$ cat src/rtl/base_least_pkg.sv
// Shared types and the least-key replace rule for the least-family blocks.
package base_least_pkg;

    localparam int unsigned KEY_MAX_W = 64;

    typedef enum logic {
        FIRST = 1'b0,
        ACC   = 1'b1
    } state_e;

    // Replace the held entry when the new beat is real and strictly smaller, or nothing is held yet.
    function automatic logic least_take(
        input logic                 acc_dv,
        input logic [KEY_MAX_W-1:0] acc_k,
        input logic                 i_dv,
        input logic [KEY_MAX_W-1:0] i_k
    );
        return i_dv & (~acc_dv | (i_k < acc_k));
    endfunction

endpackage

$ cat src/rtl/base_least_fold.sv
// Combinational next-accumulator: first-beat load or least-key fold with saturating count.
module base_least_fold
    import base_least_pkg::*;
#(
    parameter int unsigned kw        = 1,
    parameter int unsigned dw        = 1,
    parameter int unsigned aux_width = 1,
    parameter int unsigned cw        = 8
) (
    input  logic                 first_i,
    input  logic [kw-1:0]        acc_k_i,
    input  logic [dw-1:0]        acc_d_i,
    input  logic                 acc_dv_i,
    input  logic [aux_width-1:0] acc_aux_i,
    input  logic [cw-1:0]        acc_cnt_i,
    input  logic [kw-1:0]        beat_k_i,
    input  logic [dw-1:0]        beat_d_i,
    input  logic                 beat_dv_i,
    input  logic [aux_width-1:0] beat_aux_i,
    output logic [kw-1:0]        nxt_k_o,
    output logic [dw-1:0]        nxt_d_o,
    output logic                 nxt_dv_o,
    output logic [aux_width-1:0] nxt_aux_o,
    output logic [cw-1:0]        nxt_cnt_o
);

    localparam logic [cw-1:0] CNT_MAX = '1;

    logic take;

    always_comb begin
        take      = least_take(acc_dv_i, KEY_MAX_W'(acc_k_i), beat_dv_i, KEY_MAX_W'(beat_k_i));
        nxt_k_o   = acc_k_i;
        nxt_d_o   = acc_d_i;
        nxt_dv_o  = acc_dv_i;
        nxt_aux_o = acc_aux_i;
        nxt_cnt_o = acc_cnt_i;
        if (first_i) begin
            nxt_aux_o = beat_aux_i;
            nxt_dv_o  = beat_dv_i;
            nxt_k_o   = beat_dv_i ? beat_k_i : '0;
            nxt_d_o   = beat_dv_i ? beat_d_i : '0;
            nxt_cnt_o = cw'(beat_dv_i);
        end else begin
            if (take) begin
                nxt_k_o  = beat_k_i;
                nxt_d_o  = beat_d_i;
                nxt_dv_o = 1'b1;
            end
            if (beat_dv_i && (acc_cnt_i != CNT_MAX)) begin
                nxt_cnt_o = acc_cnt_i + cw'(1);
            end
        end
    end

endmodule

$ cat src/rtl/base_least_reduce.sv
// Folds each i_last-terminated beat group into its least-key beat plus a valid-beat count.
module base_least_reduce
    import base_least_pkg::*;
#(
    parameter int unsigned kw        = 1,
    parameter int unsigned dw        = 1,
    parameter int unsigned aux_width = 1,
    parameter int unsigned cw        = 8
) (
    input  logic                 clk,
    input  logic                 reset,
    input  logic                 i_v,
    output logic                 i_r,
    input  logic [kw-1:0]        i_k,
    input  logic [dw-1:0]        i_d,
    input  logic                 i_dv,
    input  logic [aux_width-1:0] i_aux,
    input  logic                 i_last,
    output logic                 o_v,
    input  logic                 o_r,
    output logic [kw-1:0]        o_k,
    output logic [dw-1:0]        o_d,
    output logic                 o_dv,
    output logic [aux_width-1:0] o_aux,
    output logic [cw-1:0]        o_cnt
);

    state_e                 state_q, state_d;
    logic [kw-1:0]          acc_k_q, acc_k_d;
    logic [dw-1:0]          acc_d_q, acc_d_d;
    logic                   acc_dv_q, acc_dv_d;
    logic [aux_width-1:0]   acc_aux_q, acc_aux_d;
    logic [cw-1:0]          acc_cnt_q, acc_cnt_d;
    logic                   o_v_q, o_v_d;
    logic [kw-1:0]          o_k_q, o_k_d;
    logic [dw-1:0]          o_d_q, o_d_d;
    logic                   o_dv_q, o_dv_d;
    logic [aux_width-1:0]   o_aux_q, o_aux_d;
    logic [cw-1:0]          o_cnt_q, o_cnt_d;

    logic [kw-1:0]          fold_k;
    logic [dw-1:0]          fold_d;
    logic                   fold_dv;
    logic [aux_width-1:0]   fold_aux;
    logic [cw-1:0]          fold_cnt;
    logic                   accept_c;

    base_least_fold #(
        .kw        (kw),
        .dw        (dw),
        .aux_width (aux_width),
        .cw        (cw)
    ) u_fold (
        .first_i    (state_q == FIRST),
        .acc_k_i    (acc_k_q),
        .acc_d_i    (acc_d_q),
        .acc_dv_i   (acc_dv_q),
        .acc_aux_i  (acc_aux_q),
        .acc_cnt_i  (acc_cnt_q),
        .beat_k_i   (i_k),
        .beat_d_i   (i_d),
        .beat_dv_i  (i_dv),
        .beat_aux_i (i_aux),
        .nxt_k_o    (fold_k),
        .nxt_d_o    (fold_d),
        .nxt_dv_o   (fold_dv),
        .nxt_aux_o  (fold_aux),
        .nxt_cnt_o  (fold_cnt)
    );

    // Ready only looks at the output slot, so a stalled result freezes the accumulator.
    assign i_r      = ~o_v_q | o_r;
    assign accept_c = i_v & i_r;

    always_comb begin
        state_d   = state_q;
        acc_k_d   = acc_k_q;
        acc_d_d   = acc_d_q;
        acc_dv_d  = acc_dv_q;
        acc_aux_d = acc_aux_q;
        acc_cnt_d = acc_cnt_q;
        o_v_d     = o_v_q;
        o_k_d     = o_k_q;
        o_d_d     = o_d_q;
        o_dv_d    = o_dv_q;
        o_aux_d   = o_aux_q;
        o_cnt_d   = o_cnt_q;
        if (o_v_q && o_r) begin
            o_v_d = 1'b0;
        end
        if (accept_c) begin
            acc_k_d   = fold_k;
            acc_d_d   = fold_d;
            acc_dv_d  = fold_dv;
            acc_aux_d = fold_aux;
            acc_cnt_d = fold_cnt;
            if (i_last) begin
                state_d = FIRST;
                o_v_d   = 1'b1;
                o_k_d   = fold_k;
                o_d_d   = fold_d;
                o_dv_d  = fold_dv;
                o_aux_d = fold_aux;
                o_cnt_d = fold_cnt;
            end else begin
                state_d = ACC;
            end
        end
    end

    always_ff @(posedge clk or negedge reset) begin
        if (!reset) begin
            state_q   <= FIRST;
            acc_k_q   <= '0;
            acc_d_q   <= '0;
            acc_dv_q  <= 1'b0;
            acc_aux_q <= '0;
            acc_cnt_q <= '0;
            o_v_q     <= 1'b0;
            o_k_q     <= '0;
            o_d_q     <= '0;
            o_dv_q    <= 1'b0;
            o_aux_q   <= '0;
            o_cnt_q   <= '0;
        end else begin
            state_q   <= state_d;
            acc_k_q   <= acc_k_d;
            acc_d_q   <= acc_d_d;
            acc_dv_q  <= acc_dv_d;
            acc_aux_q <= acc_aux_d;
            acc_cnt_q <= acc_cnt_d;
            o_v_q     <= o_v_d;
            o_k_q     <= o_k_d;
            o_d_q     <= o_d_d;
            o_dv_q    <= o_dv_d;
            o_aux_q   <= o_aux_d;
            o_cnt_q   <= o_cnt_d;
        end
    end

    assign o_v   = o_v_q;
    assign o_k   = o_k_q;
    assign o_d   = o_d_q;
    assign o_dv  = o_dv_q;
    assign o_aux = o_aux_q;
    assign o_cnt = o_cnt_q;

endmodule

$ cat config.mk
export PLATFORM = sky130hd
export DESIGN_NAME = base_least_reduce
export DESIGN_NICKNAME = d
export VERILOG_FILES = /design/src/rtl/base_least_pkg.sv /design/src/rtl/base_least_fold.sv /design/src/rtl/base_least_reduce.sv
export SDC_FILE = /design/constraint.sdc
export NUM_CORES = 1
export LEC_CHECK = 0
export CORE_ASPECT_RATIO = 0.6
export CORE_MARGIN = 1.5
export CORE_UTILIZATION = 54
export CTS_BUF_LIST = sky130_fd_sc_hd__clkbuf_8
export DETAILED_ROUTE_END_ITERATION = 16
export PLACE_DENSITY = 0.81
export SLEW_MARGIN = 10
export SYNTH_ARGS = -nofsm -noshare
export SYNTH_HDL_FRONTEND = slang
export SYNTH_SLANG_ARGS = --single-unit
$ cat constraint.sdc
create_clock -name clk -period 2 [get_ports clk]
set_input_delay 0.4 -clock clk [delete_from_list [all_inputs] [get_ports clk]]
set_output_delay 0.4 -clock clk [all_outputs]
set_load 0.005 [all_outputs]
==> run_results.csv, run 1 <==
group,metric,value,unit
cts,cts_tree,"done",
grt,grt_pass1_wl,5.78,mm
logic_synthesis,syn_area_per_cell,9.32,um2
grt,grt_usage,28.0,%
floorplan,dieArea,2800,um2
grt,gr-total-overflow,0,
power_and_ir_drop,sequentialPowerShare,45.8,%
logic_synthesis,synth_seq_area_share,48.5,%
sta,slew-limit-headroom,75.1,%
sta,worst_pin_slew,373,ps
layout,final_cell_mix,"dfrtp_1 (26), clkdlybuf4s50_1 (22), nand2_1 (20)",
floorplan,start_util,59.4,%
sta,hold_viol,0,
setup_path,worst_setup_path_start_kind,"primary input",
worst_hold_path,hp-start,"o_cnt[3]$_DFFE_PN0P_",
setup_path,worst_r2r_path_depth,5,
setup_path,critical_path_class,"primary input to output pin",
cts,hold_buffers,0,
setup_path,regToRegSetupSlack,210,ps
sta,setup_viol,0,
worst_hold_path,hp-class,"flop to flop",
detailed_routing,num_vias,1257,
cts,cts_made_buffers,3,
cts,clock_sinks,26,
floorplan,ioPinCount,23,
floorplan,die_w,67.4,um
status,outcome,"completed",
place,place_inst,199,
cts,cts_setup_buffers,0,
cts,clock_latency,280,ps
setup_path,cp_max_fo,4,
logic_synthesis,ys_dominant_reg_cell,"dfrtp_1",
worst_hold_path,whs_path_depth,2,
sta,fin_worst_skew,9.18,ps
cts,clock_path_buffers,2,
power_and_ir_drop,pwr_density_cell,886,nW/um2
detailed_routing,antenna_left,0,
setup_path,cp.required,1600,ps
detailed_routing,wl_per_cell,17.6,um
setup_path,cp_common_cell,"clkdlybuf4s50_1",
grt,grt_pass1_vias,1187,
logic_synthesis,ys_warn_count,0,
floorplan,coreArea,2260,um2
logic_synthesis,async_reset_ff_share,100,%
power_and_ir_drop,power.share.clock,29.1,%
logic_synthesis,netlist_area,1340,um2
logic_synthesis,synth_seq_cells,26,
cts,cts_resized,0,
setup_path,crit_slowest_cell,"clkdlybuf4s50_1",
layout,mostFrequentLayoutCell,"dfrtp_1",
sta,drv_slew,0,
layout,syn_to_final_growth,27.6,%
floorplan,rows,13,
layout,layoutNonFillerInstCount,203,
power_and_ir_drop,combPwrFrac,25.2,%
layout,post-route-util,75.8,%
detailed_routing,drt_iter0_markers,153,
place,dp_hpwl,2.54,mm
floorplan,die-height,41.6,um
setup_path,cp_slowest_stage_delay,530,ps
grt,grt_max_degree,27,
detailed_routing,wirelength,3.57,mm
sta,min_period,1940,ps
run,maxCapViolCount,0,
detailed_routing,dr.pass1.iters,5,
power_and_ir_drop,ir_worst_vdd,0.676,mV
layout,drive_gt1_share,11.6,%
cts,htreeDepth,1,
cts,path_clk_slew,100,ps
logic_synthesis,syn_inst,144,
sta,setup_tns,0,ps
logic_synthesis,synth_edf_count,0,
detailed_routing,drc_errors,0,
power_and_ir_drop,power.leakage,0.744,nW
setup_path,worstReg2RegEnd,"acc_cnt_q[5]$_DFFE_PN0P_",
grt,antenna_found_initial,0,
setup_path,end_kind,"output pin",
power_and_ir_drop,power.internal,1.08,mW
layout,antennaDiodeCount,0,
place,gp_congestion,0.974,
logic_synthesis,synth_cell_types,40,
layout,nNetsFinal,184,
sta,rsz0062_at_grt,"no",
setup_path,worstPathArrival,1540,ps
setup_path,path_cells,"clkdlybuf4s50_1 > nand2b_1 > clkdlybuf4s50_1",
power_and_ir_drop,power_switching,437,uW
cts,cts_root_buf,"clkbuf_8",
sta,min_period_over_period,97.1,%
setup_path,r2r_start,"acc_cnt_q[1]$_DFFE_PN0P_",
sta,fmax,515,MHz
logic_synthesis,syn-num-nets,154,
worst_hold_path,hold_path_end,"o_cnt[3]$_DFFE_PN0P_",
place,port-buffer-count,22,
power_and_ir_drop,swShare,28.8,%
detailed_routing,via_per_inst,6.19,
## cells in the mapped netlist (all sizes together) (2+ instances only)
cell / number / area share (%)
nand3: 7 / 2.6
mux2: 3 / 2.5
and3: 2 / 1.0
dfrtp: 26 / 48
mux2i: 2 / 1.5
o31ai: 5 / 2.8
buf: 3 / 1.6
o21ai: 15 / 5.6
inv: 7 / 2.0
clkbuf: 5 / 1.5
nand2: 20 / 5.6
nor3: 4 / 1.9
a21oi: 13 / 4.8
xnor2: 5 / 3.3
nor2: 2 / 0.56
a21o: 2 / 1.1
or3: 2 / 0.93
a31oi: 2 / 0.93
nor2b: 2 / 0.93
nand4: 3 / 1.4
## per-stage QoR
stage	worst slack [ps]	total power [mW]	cell area [um2]	hold slack, ps
after floorplan	273	0.865	1340	104
after global placement	94.2	1.05	1640	463
after detailed placement	60.3	1.08	1640	476
after CTS	59.5	1.51	1710	497
after global routing	1.51	1.60	1710	516
final	58.0	1.52	1710	494
## power by group through the flow
stage / Sequential, mW / Clock [mW] / Combinational (mW)
2_1_floorplan: 0.686 / 0 / 0.179
5_1_grt: 0.702 / 0.471 / 0.426
6_report: 0.695 / 0.441 / 0.382
4_1_cts: 0.692 / 0.441 / 0.381
3_5_place_dp: 0.699 / 0 / 0.376
3_3_place_gp: 0.690 / 0 / 0.365
## per-layer routing
metal | part of all wire [%] | GRT usage, %
met1 | 42 | 41.2
met2 | 46 | 39.6
met3 | 11 | 9.49
met4 | 1.2 | 7.35
met5 | 0 | 0
## critical path: cells and delay by family
kind | cells | cell delay [ps]
buffers and inverters | 2 | 970
AND/OR/NAND/NOR | 1 | 170
## registers in the layout, indices dropped and copies added (netlist names)
| name | flops |
|---|---|
| acc_aux_q | 1 |
| acc_cnt_q | 8 |
| acc_d_q | 1 |
| acc_dv_q | 1 |
| acc_k_q | 1 |
| o_aux | 1 |
| o_cnt | 8 |
| o_d | 1 |
| o_dv | 1 |
| o_k | 1 |
| o_v | 1 |
| state_q | 1 |
## cell families after synthesis
| kind of cell | share of synthesized area [%] |
|---|---|
| buf+inv | 5.03 |
| fa+ha+maj | 0.932 |
| mux | 4.01 |
| simple gates | 17.7 |
| compound gates | 20.6 |
| flops | 48.5 |
| xor+xnor | 3.26 |
## final cells by class
class                   count  area (um2)
clock buffers               3        41.3
clock inverters             1        30.0
fillers                   152         548
inverters                   7        26.3
multi-input cells         103         624
flip-flops and latches     26         651
well taps                  30        37.5
repair buffers             33         303
## how the worst max path moves through the flow
| stage | startpoint | endpoint | slack (ps) | cells after the start |
|---|---|---|---|---|
| finish | o_r | i_r | 60 | 3 |
| global route | o_r | i_r | 2 | 3 |
| CTS | o_r | i_r | 60 | 3 |
| detailed placement | o_r | i_r | 60 | 3 |
| global placement | o_r | i_r | 90 | 3 |
| floorplan | acc_cnt_q[0]$_DFFE_PN0P_ | acc_cnt_q[5]$_DFFE_PN0P_ | 270 | 6 |
No activity file was read; power rests on OpenSTA's default activity.
==> inputs of run 2 (changes only) <==
--- a/config.mk
+++ b/config.mk
@@ -5,12 +5,12 @@
 export SDC_FILE = /design/constraint.sdc
 export NUM_CORES = 1
 export LEC_CHECK = 0
+export ABC_CLOCK_PERIOD_IN_PS = 2000
 export CORE_ASPECT_RATIO = 0.6
 export CORE_MARGIN = 1.5
-export CORE_UTILIZATION = 54
+export CORE_UTILIZATION = 40
 export CTS_BUF_LIST = sky130_fd_sc_hd__clkbuf_8
 export DETAILED_ROUTE_END_ITERATION = 16
-export PLACE_DENSITY = 0.81
 export SLEW_MARGIN = 10
 export SYNTH_ARGS = -nofsm -noshare
 export SYNTH_HDL_FRONTEND = slang
==> run 2 against run 1 <==
Against the previous run: global-route usage fell by 7.3 points; power fell by 0.25%; sequential share of layout area fell by 0.57 points; utilization fell by 22 points; wire length fell by 4.0%; sequential cell count did not move; die area rose by 33%; non-clock buffer count fell by 1; highest routed layer unchanged; count of clock-buffer cells in the layout did not move; via count fell by 7.6%; worst setup slack improved by 44 ps; maximum frequency rose by 2.3%.
==> run_results.csv, run 2 (synthesis results as in run 1) <==
group,metric,value,unit
status,outcome,"completed",
setup_path,crit_family,"buffers and inverters",
detailed_routing,drt_iter0_markers,122,
sta,slew-limit-headroom,73.4,%
layout,fill_cells,275,
setup_path,path_buf_inv,2,
cts,clock_path_buffers,2,
detailed_routing,num_vias,1162,
worst_hold_path,hp-class,"primary input to asynchronous set/reset pin",
floorplan,coreArea,3220,um2
detailed_routing,wl_met1,1.80,mm
layout,drive_gt1_share,11.6,%
setup_path,cp.required,1600,ps
grt,antenna_found_initial,0,
grt,grt_pass1_wl,5.62,mm
sta,min_period,1900,ps
setup_path,worst_setup_path_start_kind,"primary input",
cts,hold_buffers,0,
setup_path,path_cells,"clkdlybuf4s50_1 > nand2b_2 > clkdlybuf4s50_1",
sta,worst_pin_slew,400,ps
setup_path,crit_cells,3,
floorplan,start_util,41.7,%
grt,grt_max_degree,27,
setup_path,crit_slowest_cell,"clkdlybuf4s50_1",
place,port-buffer-count,22,
setup_path,regToRegSetupSlack,240,ps
place,place_inst,213,
cts,path_clk_slew,100,ps
detailed_routing,via_per_inst,5.35,
layout,design_area,1740,um2
layout,nNetsFinal,183,
setup_path,crit_path_start,"o_r",
floorplan,die-height,47.9,um
floorplan,dieArea,3720,um2
cts,cts_made_buffers,3,
detailed_routing,dr.pass1.iters,4,
setup_path,cp_common_cell,"clkdlybuf4s50_1",
detailed_routing,wirelength,3.43,mm
cts,htreeDepth,1,
sta,setup_viol,0,
floorplan,die_w,77.8,um
setup_path,endpoint,"i_r",
floorplan,rows,16,
layout,final_cell_mix,"dfrtp_1 (26), clkdlybuf4s50_1 (22), nand2_1 (20)",
place,placed_area,1670,um2
sta,rsz0062_at_grt,"no",
cts,cts_root_buf,"clkbuf_8",
detailed_routing,top_layer_used,"met4",
setup_path,end_kind,"output pin",
power_and_ir_drop,pwr_density_cell,871,nW/um2
run,maxCapViolCount,0,
cts,cts_tree,"done",
power_and_ir_drop,ir_worst_vdd,0.640,mV
setup_path,r2r_start,"acc_cnt_q[1]$_DFFE_PN0P_",
grt,grt_usage,20.8,%
setup_path,worstPathArrival,1500,ps
setup_path,critical_path_class,"primary input to output pin",
layout,regArea,651,um2
cts,clock_latency,280,ps
sta,fin_worst_skew,6.87,ps
sta,fmax,527,MHz
layout,multi_input_area,627,um2
place,dp_hpwl,2.52,mm
layout,layoutNonFillerInstCount,217,
grt,gr-total-overflow,0,
detailed_routing,routed-wl-met3,172,um
cts,cts_setup_buffers,0,
floorplan,ioPinCount,23,
place,gp_congestion,0.872,
cts,clock_sinks,26,
detailed_routing,wl_met2,1.38,mm
sta,drv_slew,0,
layout,antennaDiodeCount,0,
sta,setup_tns,0,ps
layout,mostFrequentLayoutCell,"dfrtp_1",
setup_path,worstReg2RegEnd,"acc_cnt_q[5]$_DFFE_PN0P_",
detailed_routing,wl_per_cell,15.8,um
detailed_routing,antenna_left,0,
grt,grt_pass1_vias,1077,
setup_path,cp_max_fo,5,
detailed_routing,drc_errors,0,
sta,hold_viol,0,
layout,syn_to_final_growth,29.5,%
power_and_ir_drop,power.leakage,0.744,nW
setup_path,cp_slowest_stage_delay,500,ps
sta,min_period_over_period,94.9,%
setup_path,worst_r2r_path_depth,5,
==> run 2: stage by stage <==
stage | util [%] | setup slack (ps) | power (mW) | hold WS [ps]
final | 54.0 | 102 | 1.51 | 488
after global placement | 51.7 | 71.7 | 1.07 | 461
after CTS | 53.9 | 50.4 | 1.52 | 496
after detailed placement | 51.7 | 47.9 | 1.08 | 472
after floorplan | - | 273 | 0.865 | 104
after global routing | 54.0 | 74.9 | 1.60 | 521
==> run 2: cell type report <==
class / count / area share (%)
multi-input combinational: 103 / 36.0
clock inverter: 1 / 1.73
timing repair buffer: 32 / 17.7
inverter: 7 / 1.51
clock buffer: 3 / 2.37
sequential: 26 / 37.4
tap: 45 / 3.24
==> run 2: worst min-delay path by stage <==
stage / start / to / slack [ps]
after floorplan: reset / acc_aux_q$_DFFE_PN0P_ / 100
after global placement: o_cnt[6]$_DFFE_PN0P_ / o_cnt[6]$_DFFE_PN0P_ / 460
after detailed placement: o_d$_DFFE_PN0P_ / o_d$_DFFE_PN0P_ / 470
after CTS: reset / acc_cnt_q[6]$_DFFE_PN0P_ / 500
after global routing: reset / acc_cnt_q[6]$_DFFE_PN0P_ / 520
final: reset / acc_cnt_q[6]$_DFFE_PN0P_ / 490
==> run 2: per-layer routing <==
layer	up-vias	track usage, %
li1	574	-
met1	548	30.1
met2	34	30.4
met3	6	4.57
met4	0	8.00
met5	-	0
==> run 2: power by group <==
part | total, mW | leakage [nW] | internal (mW) | switching, mW
Clock | 0.443 | 0.0357 | 0.268 | 0.175
Sequential | 0.690 | 0.336 | 0.614 | 0.0767
Combinational | 0.381 | 0.372 | 0.202 | 0.179
Total | 1.51 | 0.744 | 1.08 | 0.430
==> run 2: worst register-to-register path, stage by stage, from the launching register on <==
cell and delay [ps]:
dfrtp_1 440, ha_1 210, and3_1 250, a21o_1 260
or4_1 410, o211ai_1 110
==> run 2: repair_timing <==
action / CTS / global route
resized for setup: 0 / 1
endpoints found under the hold margin: 0 / 0
setup endpoints to repair: 0 / 1
==> inputs of run 3 (changes only) <==
--- a/config.mk
+++ b/config.mk
@@ -5,7 +5,7 @@
 export SDC_FILE = /design/constraint.sdc
 export NUM_CORES = 1
 export LEC_CHECK = 0
-export ABC_CLOCK_PERIOD_IN_PS = 2000
+export ABC_CLOCK_PERIOD_IN_PS = 2100
 export CORE_ASPECT_RATIO = 0.6
 export CORE_MARGIN = 1.5
 export CORE_UTILIZATION = 40
==> constraint.sdc (replaced) <==
create_clock -name clk -period 2.1 [get_ports clk]
set_input_delay 0.42 -clock clk [delete_from_list [all_inputs] [get_ports clk]]
set_output_delay 0.42 -clock clk [all_outputs]
set_load 0.005 [all_outputs]
==> run 3 against run 2 <==
Against the previous run: critical path depth unchanged; clock skew is 2.4 ps higher; wire length shrank 3.2%; largest cell class unchanged; count of clock-buffer cells in the layout stayed put; design area shrank 1.4%; utilization fell by 0.78 points.
==> run_results.csv, run 3 (synthesis results as in run 1) <==
group,metric,value,unit
detailed_routing,drt_iter0_markers,64,
detailed_routing,antenna_left,0,
detailed_routing,wl_per_cell,15.5,um
power_and_ir_drop,finalPower,1.42,mW
place,gp_congestion,0.871,
floorplan,coreArea,3220,um2
power_and_ir_drop,power.share.clock,29.9,%
detailed_routing,dr.pass1.iters,4,
power_and_ir_drop,power_switching,403,uW
layout,syn_to_final_growth,27.7,%
cts,clock_path_buffers,2,
floorplan,die_w,77.8,um
setup_path,path_cells,"clkdlybuf4s50_1 > nand2b_1 > clkdlybuf4s50_1",
setup_path,endpoint,"i_r",
power_and_ir_drop,swShare,28.3,%
floorplan,die-height,47.9,um
layout,fill_cells,301,
setup_path,regToRegSetupSlack,230,ps
sta,slew-limit-headroom,75.9,%
grt,gr-total-overflow,0,
worst_hold_path,hp-class,"flop to flop",
detailed_routing,wirelength,3.32,mm
grt,grt_pass1_wl,5.33,mm
setup_path,crit_slowest_cell,"clkdlybuf4s50_1",
status,outcome,"completed",
power_and_ir_drop,power.internal,1.02,mW
layout,regArea,651,um2
detailed_routing,drc_errors,0,
cts,cts_tree,"done",
layout,final_cell_mix,"dfrtp_1 (26), clkdlybuf4s50_1 (22), nand2_1 (20)",
sta,worst_pin_slew,362,ps
layout,mostFrequentLayoutCell,"dfrtp_1",
setup_path,worstPathArrival,1580,ps
sta,min_period_over_period,95.3,%
setup_path,end_kind,"output pin",
cts,hold_buffers,0,
cts,path_clk_slew,90,ps
setup_path,crit_path_start,"o_r",
setup_path,r2r_start,"acc_cnt_q[0]$_DFFE_PN0P_",
setup_path,cp_max_fo,4,
setup_path,path_buf_inv,2,
floorplan,start_util,41.7,%
sta,drv_slew,0,
layout,antennaDiodeCount,0,
layout,nNetsFinal,180,
grt,antenna_found_initial,0,
detailed_routing,wl_met2,1.28,mm
place,place_inst,210,
detailed_routing,wl_met1,1.74,mm
setup_path,worstReg2RegEnd,"acc_cnt_q[5]$_DFFE_PN0P_",
sta,min_period,2000,ps
setup_path,cp_slowest_stage_delay,520,ps
setup_path,worst_setup_path_start_kind,"primary input",
setup_path,cp.required,1680,ps
sta,fmax,499,MHz
grt,grt_max_degree,27,
setup_path,crit_cells,3,
sta,rsz0062_at_grt,"no",
setup_path,crit_family,"buffers and inverters",
power_and_ir_drop,combPwrFrac,24.0,%
grt,grt_usage,19.2,%
cts,cts_made_buffers,3,
cts,clock_latency,280,ps
cts,cts_resized,0,
setup_path,cp_common_cell,"clkdlybuf4s50_1",
detailed_routing,top_layer_used,"met4",
power_and_ir_drop,ir_worst_vdd,0.524,mV
sta,worst_hold_slack,483,ps
power_and_ir_drop,sequentialPowerShare,46.1,%
power_and_ir_drop,pwr_density_cell,831,nW/um2
grt,grt_pass1_vias,1070,
place,port-buffer-count,22,
setup_path,worst_r2r_path_depth,5,
place,dp_hpwl,2.38,mm
sta,setup_tns,0,ps
layout,post-route-util,53.2,%
cts,cts_setup_buffers,0,
floorplan,dieArea,3720,um2
run,maxCapViolCount,0,
layout,multi_input_area,624,um2
cts,clock_sinks,26,
layout,drive_gt1_share,9.47,%
layout,layoutNonFillerInstCount,214,
floorplan,ioPinCount,23,
sta,setup_viol,0,
sta,fin_worst_skew,9.25,ps
detailed_routing,via_per_inst,5.45,
sta,hold_viol,0,
detailed_routing,routed-wl-met3,281,um
detailed_routing,num_vias,1167,
setup_path,critical_path_class,"primary input to output pin",
cts,cts_root_buf,"clkbuf_8",
floorplan,rows,16,
cts,htreeDepth,1,
power_and_ir_drop,power.leakage,0.730,nW
==> run 3: changes by cell type in the layout (fill, tap and decap cells not counted) <==
cell,previous run,this run
buf_4,9,6
nand2b_2,1,0
nand2b_1,0,1
==> run 3: through the flow <==
step / area [um2] / worst slack (ps)
final: 1710 / 97.9
after global routing: 1710 / 78.7
after floorplan: 1340 / 373
after detailed placement: 1640 / 66.5
after CTS: 1710 / 105
after global placement: 1640 / 132
==> run 3: area by class of cell <==
type | instances | area share [%]
Tap cell | 45 | 3.28
Inverter | 7 | 1.53
Multi-Input combinational cell | 103 | 36.4
Sequential cell | 26 | 38.0
Timing Repair Buffer | 29 | 16.6
Clock inverter | 1 | 1.75
Clock buffer | 3 | 2.41
==> run 3: worst min path at each step <==
stage                          from                     to  slack, ps  cells after the start
2_1_floorplan                 reset  acc_aux_q$_DFFE_PN0P_        120                      0
3_3_place_gp   o_cnt[7]$_DFFE_PN0P_   o_cnt[7]$_DFFE_PN0P_        460                      2
3_5_place_dp       o_dv$_DFFE_PN0P_       o_dv$_DFFE_PN0P_        470                      2
4_1_cts            o_dv$_DFFE_PN0P_       o_dv$_DFFE_PN0P_        490                      2
5_1_grt        o_cnt[4]$_DFFE_PN0P_   o_cnt[4]$_DFFE_PN0P_        510                      2
6_report           o_dv$_DFFE_PN0P_       o_dv$_DFFE_PN0P_        480                      2
==> run 3: layer usage <==
| layer | GRT usage [%] | vias to the layer above |
|---|---|---|
| met2 | 29.6 | 49 |
| met1 | 28.0 | 545 |
| li1 | - | 570 |
| met5 | 0 | - |
| met3 | 4.57 | 3 |
| met4 | 3.64 | 0 |
==> run 3: worst min-delay path: stages (launching register included) <==
cell	delay [ps]
dfrtp_1	350
nand2_1	50
o21ai_0	60
==> run 3: power groups by stage <==
stage                     registers [mW]  clock network [mW]  logic [mW]
after global placement             0.661                   0       0.342
after detailed placement           0.666                   0       0.345
after floorplan                    0.653                   0       0.171
after CTS                          0.656               0.437       0.348
final                              0.656               0.427       0.342
after global routing               0.671               0.455       0.390
==> RTL change 1, RTL diff (flow settings as in run 2) <==
`cw` is set to 8 in 2 places; all go to 7.
--- a/src/rtl/base_least_fold.sv
+++ b/src/rtl/base_least_fold.sv
@@ -6,5 +6,5 @@
     parameter int unsigned dw        = 1,
     parameter int unsigned aux_width = 1,
-    parameter int unsigned cw        = 8
+    parameter int unsigned cw        = 7
 ) (
     input  logic                 first_i,
--- a/src/rtl/base_least_reduce.sv
+++ b/src/rtl/base_least_reduce.sv
@@ -6,5 +6,5 @@
     parameter int unsigned dw        = 1,
     parameter int unsigned aux_width = 1,
-    parameter int unsigned cw        = 8
+    parameter int unsigned cw        = 7
 ) (
     input  logic                 clk,
Ports: changed (resized o_cnt); port bits go from 23 to 22. The function was not compared with the original's and may differ.
==> RTL change 1 against run 2 <==
- total power fell by 9.5%
- via count fell by 9.1%
- wire length fell by 14%
- die area fell by 3.6%
- global-route usage fell by 2.0 points
- area after synthesis fell by 3.8%
- design area fell by 7.8%
- setup slack got worse by 25 ps
- sequential cell count fell by 2
==> RTL change 1: results (changes against run 2) <==
outcome=finished, final reports clean; WL/cell=14.31 um (-9.3%); pre-CTS setup slack=62.17 ps (+14.29 ps); wire length on met2=1218 um (-12%); IO Port Bufs=21 (-4.5%); first-pass GRT wire length=5030 um (-10%); Resized cells post-CTS=0 (unchanged); ANT cells=0 (unchanged); WP data arrival=1520 ps (+20 ps); Post-Syn Nets=149 (-3.2%); met3 Track Usage GR=0.05243 (+0.006713); met3 WL=173 um (+0.58%); post-synthesis mux area share=0.05911 (+0.01903); DP Area=0.001549 mm2 (-7.0%); Placer Congestion=0.8259 (-5.3%); Adder-Cell Fraction of Synth Area=0.009690 (+0.0003703); hpwl dp=2203 um (-13%); YS warnings=0 (unchanged); Routed WL=2963 um (-14%); Final Skew=2.129 ps (-4.743 ps); Reg clk slew, reported paths=80 ps (-20 ps); met1 Use GR=0.2783 (-0.02296); top post-synthesis cells by area=dfrtp_1 (47%), nand2_1 (6.7%), mux2_2 (4.4%), a21oi_1 (3.5%), clkbuf_8 (3.2%); Internal Pwr Total=0.9650 mW (-11%); DRT met1 WL=1546 um (-14%); fin nets=176 (-3.8%); routing usage on met2=0.2661 (-0.03828); CTS Buf Count=3 (unchanged); LEAKAGE=0.6915 nW (-7.0%); NetSw=0.4051 mW (-5.9%); Via density=5.101 (-4.7%); synth unique cells=39 (-2.5%); worst vdd ir=0.4011 mV (-37%); pin count of the biggest net entering global routing=25 (-7.4%); CP max FO=3 (-2); Seq group=0.674 mW (-2%); compound-cell area share of the yosys netlist=0.1638 (-0.04220); setup bufs post-CTS=0 (unchanged); vias in the first global route=1006 (-6.6%); Seq/Total Area, Yosys=0.4651 (-0.01951); Synth Area in XOR/XNOR=0.006783 (-0.02584); CP peak stage delay=520 ps (+20 ps); top cells by count, synth=dfrtp_1 (24), nand2_1 (23), nor2_1 (11); Iteration-0 DRC Markers=52 (-57%); GRT Util Overall=0.1876 (-0.01992); Cells after Synth=139 (-3.5%); clock share of power=0.241 (-0.052); dpl cells=203 (-4.7%); slew at the pin closest to its max-slew limit=377.8 ps (-21.75 ps); ratio of cells with drive above 1 in the final layout=0.1455 (+0.02918); initial antenna violation count=0 (unchanged); H-tree Lvls=1 (unchanged)
==> RTL change 1: cell types whose count changed in the layout (fill, tap and decap cells not counted), sizes merged, moves of 3 or more <==
cell          run 2  this run
nor3              4         1
o21ai            15         9
nand2            20        23
nor2              2        11
xnor2             5         1
inv               7         3
a21oi            13         9
o31ai             5         2
==> RTL change 1: path summary, 6_finish.rpt <==
check	from	end	slack [ps]	cells past startpoint
hold reg to reg	o_cnt[5]	o_cnt[5]	490	2
max in group asynchronous	reset	o_cnt[5]	1280	2
hold / removal	reset	o_v	480	2
setup / recovery	o_r	i_r	80	3
min in group clk	o_cnt[5]	o_cnt[5]	490	2
setup reg to reg	acc_cnt_q[0]	o_cnt[1]	230	6
==> RTL change 1: final cells by class <==
type | instances | area (um2)
tap | 42 | 52.55
clock buffer | 4 | 55.05
multi-input combinational | 103 | 599.3
sequential | 24 | 600.6
inverter | 3 | 11.26
timing repair buffer | 31 | 285.3
fill | 288 | 1361
==> RTL change 2, RTL diff (config.mk and constraints of run 2) <==
Made on the original files. Put one more register stage on the output `o_v`, without a reset. The value now appears one clock later. The other outputs are not delayed to match.
--- a/src/rtl/base_least_reduce.sv
+++ b/src/rtl/base_least_reduce.sv
@@ -139,5 +139,7 @@
     end
 
-    assign o_v   = o_v_q;
+    always_ff @(posedge clk) begin
+        o_v <= o_v_q;
+    end
     assign o_k   = o_k_q;
     assign o_d   = o_d_q;
Function: changed (Yosys sat finds a counterexample within 4 cycles, from zero or initial values and one cycle with reset low).
==> RTL change 2 against run 2 <==
- sequential cell count rose by 1
- area after synthesis rose by 1.5%
- total power fell by 7.0%
- setup slack got worse by 30 ps
- wire length fell by 0.76%
- utilization fell by 1.0 points
- non-clock buffer count fell by 1
- sequential power rose by 2.9%
- first-iteration DRC count fell by 34%
- global-route usage fell by 1.1 points
- design area fell by 0.72%
- critical path type unchanged
==> RTL change 2: results (changes against run 2) <==
outcome=finished, final reports clean; Reg power frac=0.504 (+0.048); worst vdd ir=0.3533 mV (-45%); ratio of cells with drive above 1 in the final layout=0.1047 (-0.01163); pin count of the biggest net entering global routing=27 (unchanged); Synth Area in XOR/XNOR=0.03214 (-0.0004792); wire length on met2=1316 um (-4.8%); DRT met1 WL=1744 um (-3.3%); DR vias=1165 (+0.26%); Post-Syn Nets=155 (+0.65%); hpwl dp=2459 um (-2.5%); LEAKAGE=0.7326 nW (-1.5%); Adder-Cell Fraction of Synth Area=0.009183 (-0.0001369); Final Hold Slack=380.7 ps (-107.0 ps); WP data arrival=1530 ps (+30 ps); Hold Crit Depth=0; Worst-Skew Late Latency=280 ps (about the same); compound-cell area share of the yosys netlist=0.2029 (-0.003026); Critical R2R Launch=acc_cnt_q[1]; met3 WL=325 um (+89%); synth unique cells=41 (+2.5%); Via density=5.369 (+0.26%); Placer Congestion=0.8584 (-1.6%); Worst slew margin=0.7514 (+0.01779); top cells by count, synth=dfrtp_1 (26), nand2_1 (20), a21oi_1 (13); Seq/Total Area, Yosys=0.4922 (+0.007572); vias in the first global route=1011 (-6.1%); flop-to-flop setup slack=190 ps (-50 ps); Cell Pwr Density=815.8 mW/mm2 (-6.3%); Worst Hold Class=flip-flop to flip-flop; GRT Util Overall=0.1961 (-0.01136); top post-synthesis cells by area=dfrtp_1 (48%), nand2_1 (5.5%), a21oi_1 (4.8%), o21ai_0 (4.4%), xnor2_1 (3.2%); met1 Use GR=0.2983 (-0.003009); CP max FO=4 (-1); initial antenna violation count=0 (unchanged); DP Area=0.001678 mm2 (+0.75%); YS warnings=0 (unchanged); Reg clk slew, reported paths=100 ps (about the same); Iteration-0 DRC Markers=81 (-34%); ys async rst share=0.9630 (-0.03704); CTS Buf Count=3 (unchanged); Switching Share=0.3074 (+0.02326); Cells after Synth=145 (+0.69%); met3 Track Usage GR=0.04486 (-0.0008545); CP peak stage delay=520 ps (+20 ps); first-pass GRT wire length=5354 um (-4.7%); Routed WL=3400 um (-0.76%); # fillers=300 (+9.1%); pre-CTS setup slack=25.86 ps (-22.03 ps); Final Skew=6.533 ps (-0.3393 ps); post-synthesis mux area share=0.03949 (-0.0005888)
==> RTL change 2: how the worst max path moves through the flow <==
stage                  from            to  slack (ps)  cells after the start
4_1_cts                 o_r           i_r          70                      3
3_3_place_gp            o_r      o_cnt[4]          70                      6
3_5_place_dp            o_r      o_cnt[4]          30                      6
2_1_floorplan  acc_cnt_q[0]  acc_cnt_q[5]         270                      6
5_1_grt                 o_r           i_r          40                      3
6_report                o_r           i_r          70                      3
==> RTL change 2: area by class of cell <==
| cell class | instances | area [um2] | area share |
|---|---|---|---|
| well taps | 45 | 56.30 | 0.03261 |
| inverters | 7 | 26.28 | 0.01522 |
| clock inverters | 1 | 7.507 | 0.004348 |
| repair buffers | 31 | 300.3 | 0.1739 |
| flip-flops and latches | 27 | 670.6 | 0.3884 |
| multi-input cells | 103 | 624.3 | 0.3616 |
| clock buffers | 3 | 41.29 | 0.02391 |
